==> config.mk <==
export PLATFORM = sky130hd
export DESIGN_NAME = wb_timer186
export DESIGN_NICKNAME = d
export VERILOG_FILES = /design/src/rtl/timer186_pkg.sv /design/src/rtl/timer186_prescaler.sv /design/src/rtl/wb_timer186.sv
export SDC_FILE = /design/constraint.sdc
export NUM_CORES = 1
export LEC_CHECK = 0
export ABC_AREA = 1
export CAP_MARGIN = 5
export CORE_MARGIN = 2
export CORE_UTILIZATION = 57
export CTS_CLUSTER_SIZE = 14
export DETAILED_ROUTE_END_ITERATION = 6
export PLACE_DENSITY = 0.86
export SLEW_MARGIN = 15
export SYNTH_ARGS = -nofsm -noshare
export SYNTH_HDL_FRONTEND = slang
export SYNTH_SLANG_ARGS = --single-unit
==> constraint.sdc <==
create_clock -name clk -period 2.5 [get_ports clk]
set_input_delay 0.625 -clock clk [delete_from_list [all_inputs] [get_ports clk]]
set_output_delay 0.625 -clock clk [all_outputs]
set_load 0.01 [all_outputs]
==> src/rtl/timer186_pkg.sv <==
// Shared constants for the wb_timer186 Wishbone timer:
// register word offsets, control bit positions, byte-lane merge helper.
package timer186_pkg;

   localparam logic [1:0] ADR_COUNT = 2'd0;
   localparam logic [1:0] ADR_MAXA  = 2'd1;
   localparam logic [1:0] ADR_MAXB  = 2'd2;
   localparam logic [1:0] ADR_CTRL  = 2'd3;

   localparam int CTL_EN   = 15;
   localparam int CTL_INH  = 14;
   localparam int CTL_INT  = 13;
   localparam int CTL_RIU  = 12;
   localparam int CTL_MC   = 5;
   localparam int CTL_ALT  = 1;
   localparam int CTL_CONT = 0;

   function automatic logic [15:0] lane_merge(
      input logic [15:0] old_v,
      input logic [15:0] wr_v,
      input logic [1:0]  sel
   );
      logic [15:0] r;
      r = old_v;
      if (sel[0]) r[7:0]  = wr_v[7:0];
      if (sel[1]) r[15:8] = wr_v[15:8];
      return r;
   endfunction

endpackage

==> src/rtl/timer186_prescaler.sv <==
// Count-tick generator: one-clk tick every PRESCALE clocks while en is high.
// Held at zero while disabled, so every enable restarts the phase.
module timer186_prescaler #(
   parameter int PRESCALE = 4
) (
   input  logic clk,
   input  logic rst_n,
   input  logic en,
   output logic tick
);

   localparam logic [7:0] LAST = 8'(PRESCALE - 1);

   logic [7:0] cnt_q;
   logic [7:0] cnt_d;

   assign tick = en && (cnt_q == LAST);

   always_comb begin
      cnt_d = 8'd0;
      if (en && !tick) cnt_d = cnt_q + 8'd1;
   end

   always_ff @(posedge clk or negedge rst_n) begin
      if (!rst_n) cnt_q <= 8'd0;
      else        cnt_q <= cnt_d;
   end

endmodule

==> src/rtl/wb_timer186.sv <==
// 80C186-style timer on a single-wait-state Wishbone slave port.
// Define WB_TIMER186_ALT_EN to build the dual max-count (ALT/RIU/max B) mode.
module wb_timer186
   import timer186_pkg::*;
#(
   parameter int PRESCALE = 4
) (
   input  logic        clk,
   input  logic        rst_n,
   input  logic        wb_cyc_i,
   input  logic        wb_stb_i,
   input  logic        wb_we_i,
   input  logic [1:0]  wb_adr_i,
   input  logic [1:0]  wb_sel_i,
   input  logic [15:0] wb_dat_i,
   output logic [15:0] wb_dat_o,
   output logic        wb_ack_o,
   output logic        irq,
   output logic        tout
);

   logic        ack_q, ack_d;
   logic [15:0] dat_q, dat_d;
   logic        irq_q, irq_d;
   logic        tout_q, tout_d;
   logic [15:0] count_q, count_d;
   logic [15:0] maxa_q, maxa_d;
   logic        en_q, en_d;
   logic        inh_q, inh_d;
   logic        intr_q, intr_d;
   logic        mc_q, mc_d;
   logic        cont_q, cont_d;

   logic        alt, riu;
   logic [15:0] max_b;

`ifdef WB_TIMER186_ALT_EN
   logic        alt_q, alt_d;
   logic        riu_q, riu_d;
   logic [15:0] maxb_q, maxb_d;
   assign alt   = alt_q;
   assign riu   = riu_q;
   assign max_b = maxb_q;
`else
   assign alt   = 1'b0;
   assign riu   = 1'b0;
   assign max_b = 16'd0;
`endif

   logic        tick, req, wr, cnt_wr, term;
   logic [15:0] nxt, max_act, ctrl_w;

   timer186_prescaler #(.PRESCALE(PRESCALE)) u_pre (
      .clk  (clk),
      .rst_n(rst_n),
      .en   (en_q),
      .tick (tick)
   );

   assign req     = wb_cyc_i & wb_stb_i & ~ack_q;
   assign wr      = req & wb_we_i;
   assign cnt_wr  = wr & (wb_adr_i == ADR_COUNT) & (|wb_sel_i);
   assign nxt     = count_q + 16'd1;
   assign max_act = riu ? max_b : maxa_q;
   // A count write in the same cycle swallows the tick entirely.
   assign term    = tick & ~cnt_wr & (nxt == max_act);
   assign ctrl_w  = {en_q, inh_q, intr_q, riu, 6'd0, mc_q, 3'd0, alt, cont_q};

   always_comb begin
      ack_d   = req;
      dat_d   = 16'd0;
      irq_d   = 1'b0;
      count_d = count_q;
      maxa_d  = maxa_q;
      en_d    = en_q;
      inh_d   = inh_q;
      intr_d  = intr_q;
      mc_d    = mc_q;
      cont_d  = cont_q;
`ifdef WB_TIMER186_ALT_EN
      alt_d   = alt_q;
      riu_d   = riu_q;
      maxb_d  = maxb_q;
`endif
      if (req) begin
         unique case (wb_adr_i)
            ADR_COUNT: dat_d = count_q;
            ADR_MAXA:  dat_d = maxa_q;
            ADR_MAXB:  dat_d = max_b;
            ADR_CTRL:  dat_d = ctrl_w;
         endcase
      end
      if (tick && !cnt_wr) count_d = term ? 16'd0 : nxt;
      if (term) begin
         mc_d  = 1'b1;
         irq_d = intr_q;
`ifdef WB_TIMER186_ALT_EN
         if (alt_q) riu_d = ~riu_q;
`endif
         if (!cont_q && (!alt || riu)) en_d = 1'b0;
      end
      if (wr) begin
         unique case (wb_adr_i)
            ADR_COUNT: count_d = lane_merge(count_q, wb_dat_i, wb_sel_i);
            ADR_MAXA:  maxa_d  = lane_merge(maxa_q, wb_dat_i, wb_sel_i);
            ADR_MAXB: begin
`ifdef WB_TIMER186_ALT_EN
               maxb_d = lane_merge(maxb_q, wb_dat_i, wb_sel_i);
`endif
            end
            ADR_CTRL: begin
               if (wb_sel_i[1]) begin
                  inh_d  = wb_dat_i[CTL_INH];
                  intr_d = wb_dat_i[CTL_INT];
                  if (wb_dat_i[CTL_INH]) en_d = wb_dat_i[CTL_EN];
               end
               if (wb_sel_i[0]) begin
                  // A coinciding terminal event keeps MC set.
                  if (!wb_dat_i[CTL_MC] && !term) mc_d = 1'b0;
                  cont_d = wb_dat_i[CTL_CONT];
`ifdef WB_TIMER186_ALT_EN
                  alt_d  = wb_dat_i[CTL_ALT];
`endif
               end
            end
         endcase
      end
`ifdef WB_TIMER186_ALT_EN
      tout_d = alt_d ? ~riu_d : ~term;
`else
      tout_d = ~term;
`endif
   end

   always_ff @(posedge clk or negedge rst_n) begin
      if (!rst_n) begin
         ack_q   <= 1'b0;
         dat_q   <= 16'd0;
         irq_q   <= 1'b0;
         tout_q  <= 1'b1;
         count_q <= 16'd0;
         maxa_q  <= 16'd0;
         en_q    <= 1'b0;
         inh_q   <= 1'b0;
         intr_q  <= 1'b0;
         mc_q    <= 1'b0;
         cont_q  <= 1'b0;
`ifdef WB_TIMER186_ALT_EN
         alt_q   <= 1'b0;
         riu_q   <= 1'b0;
         maxb_q  <= 16'd0;
`endif
      end else begin
         ack_q   <= ack_d;
         dat_q   <= dat_d;
         irq_q   <= irq_d;
         tout_q  <= tout_d;
         count_q <= count_d;
         maxa_q  <= maxa_d;
         en_q    <= en_d;
         inh_q   <= inh_d;
         intr_q  <= intr_d;
         mc_q    <= mc_d;
         cont_q  <= cont_d;
`ifdef WB_TIMER186_ALT_EN
         alt_q   <= alt_d;
         riu_q   <= riu_d;
         maxb_q  <= maxb_d;
`endif
      end
   end

   assign wb_ack_o = ack_q;
   assign wb_dat_o = dat_q;
   assign irq      = irq_q;
   assign tout     = tout_q;

endmodule

==> impl_results.md <==
* Critical path's largest stage delay at ~0.40 ns
* Most common flop cell mapped by yosys: dfrtp_1
* CTS H-tree lvls at 3
* 1st-iter DRT viols at 332
* Max Cap Violations at 0
* Worst rel slew slack at 0.750
* Sequential share of power at 0.371
* Seq cells post-synth at 64
* Post-layout util at 0.717
* Max-slew violation count at 0
* EDFF count, synth at 0
* Setup Slack @ Placement at 0.0759 ns
* Max Clk Rate at 418 MHz
* Element type at the critical path end: flop
* Worst-skew pair later-pin latency at 0.35 ns
* Power Density at between 800 and 900 nW/µm²
* # rows at 30
* All-Layer GR Usage at 0.289
* Gpl congestion at 1.01
* Ant. Diodes at 0
* Vias in the first global route at 3505
* Async set-or-reset flop fraction in the synthesized netlist at 1.00
* Die ar. at 7480 µm²
* Antenna Nets Post-Route at 0
* Clock share of power at 0.234
* Outcome: finished clean
* DR vias/cell at 5.69
* Share of layout cells above drive strength 1 at 0.125
* Top Ports at 44
* Final period util at 0.958
* P_leak at 2.34 nW
* CTS sink cnt at 64
* CP Data Required Time at about 2.7 ns
* Max Root-Sink Buffers at 2
* Sw Ratio at 0.421
* Max VDD drop at between 0.4 and 0.5 mV
* Worst Hold Margin at 0.281 ns
* Power Total at 4.26 mW
* Global-route wire length before repair at approximately 17000 µm
* # DRC at 0
* Root buffer cell: clkbuf_8
* Synth top area cells: dfrtp_1 41%, nand2_1 19%, inv_1 5.9%, o21ai_0 5.2%, a21oi_1 4.4%
* Worst-path fanout max at 4
* Syn_nets at 588
* Cell mode on critical path: nand2_1
* Setup-failing EPs final at 0
* CTS Buf Count at 9
* Slew @ Worst Pin at about 0.37 ns
* WL per Instance at between 15 and 20 µm
* Port-buffer cells at 43
* Synth top cells by count: 198 x nand2_1, 63 x dfrtp_1, 61 x inv_1
* Detailed Place HPWL at 7070 µm
* Sequential element share of the synthesized area at 0.413
* Leading area contributor after synthesis: dfrtp_1
* CP max-delay cell: dfrtp_1
* Min cycle time layout at roughly 2.4 ns
* Core box area at 6680 µm²
* CTS tree: yes
* Post-place instance area at 4480 µm²
* Gate Count Post-Synth at between 500 and 600
* Post-detailed-routing wire length at 10700 µm
* Yosys warnings at 0
* Worst hold path class: in -> async
* Initial Util at 0.581
* Final hold violations at 0
* PnR worst setup slack at ~0.11 ns
* Die height at 86.5 µm
* Pin count of the biggest net entering global routing at 65
* Cell Area, Synth at 3880 µm²
* Netlist cell types at 35
* Int Pwr at 2.47 mW
* Crit-path cells: ha_4 > nand2_4 > buf_4 > inv_2 > nand2_2 > nand3b_1 > nand2_1 > inv_1 > nand2_1 > nor2_1 > nand2_1 > nor3_4 > nand2_2 > nand2_2 > nand2_1 > nand2_1 > nand2_1
* Average cell area after synthesis at 6.92 µm²
* Reg2reg setup slack at roughly 0.11 ns
* Kind of critical path: reg -> reg
* Layout net count at 647
* Post-route cell area at 4790 µm²
* Combinational group share of total power at 0.395
* Grt ovf at 0
* Critical Path AT at between 2 and 3 ns
* Setup crit start kind: flop
* Die Width at 86.5 µm
* Syn-to-layout area delta at 23.4%
* Worst Skew at between 0.01 and 0.015 ns
* Number of iterations in the first detailed-routing pass at 5
* Initial antenna violation count at 0
* Worst-path clk slew at approximately 0.08 ns
* Switching pwr at 1.79 mW
* Vias at 4011
* Most common cell in the synthesized netlist: nand2_1
* Top-area cell type share of the netlist area at 0.406
placed cells by master (no fill, tap or decap), types with 2 or more instances in the layout:
master | synthesis | layout
a211oi_1 | 4 | 4
a21oi_1 | 34 | 34
a221oi_1 | 5 | 5
and3_1 | 2 | 2
buf_12 | 0 | 2
buf_4 | 1 | 18
bufinv_16 | 0 | 2
clkbuf_8 | 0 | 9
clkdlybuf4s50_1 | 0 | 42
clkinv_2 | 0 | 2
clkinv_4 | 0 | 3
dfrtp_1 | 63 | 62
inv_1 | 61 | 60
inv_2 | 1 | 2
nand2_1 | 198 | 193
nand2_2 | 13 | 19
nand2_4 | 1 | 3
nand3_1 | 33 | 33
nand3b_1 | 3 | 3
nand4_1 | 10 | 10
nor2_1 | 44 | 42
nor2_2 | 3 | 3
nor2_4 | 4 | 6
nor3_1 | 7 | 7
nor3b_1 | 4 | 4
o21ai_0 | 40 | 39
o21ai_1 | 1 | 2
what timing repair did:
action	CTS	global route
hold buffers	0	0
endpoints found under the hold margin	0	0
endpoints found under the setup margin	0	17
setup buffers	0	2
gates resized for setup	0	16
power groups by stage:
stage	clock network, mW	registers (mW)	logic, mW
after floorplan	0	1.46	1.21
after global placement	0	1.55	1.49
after detailed placement	0	1.57	1.55
after CTS	1.01	1.55	1.57
after global routing	1.05	1.61	1.88
final	0.998	1.58	1.68
cells by family after synthesis:
logic type / synth area share
AND/OR/NAND/NOR: 0.370
AO/OA/AOI/OAI: 0.125
buffers and inverters: 0.0816
flip-flops: 0.413
XOR/XNOR: 0.00451
adder cells (fa/ha/maj): 0.00645
worst paths after layout:
check,startpoint,to,depth (start not counted)
worst max register to register,count_q[1],count_q[12],17
min in group clk,inh_q,inh_q,2
worst min-delay path,rst_n,max_act[1],2
worst min register to register,inh_q,inh_q,2
max in group asynchronous,rst_n,tout,2
worst max-delay path,count_q[1],count_q[12],17
per-stage QoR:
stage	TNS (ns)	cells
after floorplan	0	561
final	0	705
after global routing	-0.00570	705
after detailed placement	0	684
after global placement	0	684
after CTS	0	700
area by class of cell:
cell class	count	area (µm²)
Clock buffer	9	124
Sequential cell	64	1600
Inverter	62	233
Timing Repair Buffer	63	601
Multi-Input combinational cell	420	2030
Tap cell	80	100
Fill cell	538	1890
Clock inverter	7	96.3
metal layers:
metal / part of all wire / track usage / vias up
met5: 0 / 0 / -
met4: 0.028 / 0.111 / 0
met3: 0.069 / 0.0571 / 35
met2: 0.48 / 0.476 / 172
met1: 0.43 / 0.376 / 1882
li1: - / - / 1922
registers in the layout, indices dropped and copies added (netlist names):
name / flops
count_q: 16
max_act: 16
wb_dat_o: 16
u_pre.cnt_q: 8
cont_q: 1
en_q: 1
inh_q: 1
intr_q: 1
irq: 1
mc_q: 1
tout: 1
wb_ack_o: 1
critical path, delay by kind of cell (launching register included):
kind                       cells  cell delay [ns]
buffers and inverters          3             0.28
and+or+nand+nor               13             1.40
adders and majority gates      1             0.19
DFF                            1             0.40
No activity file was read; power rests on OpenSTA's default activity.
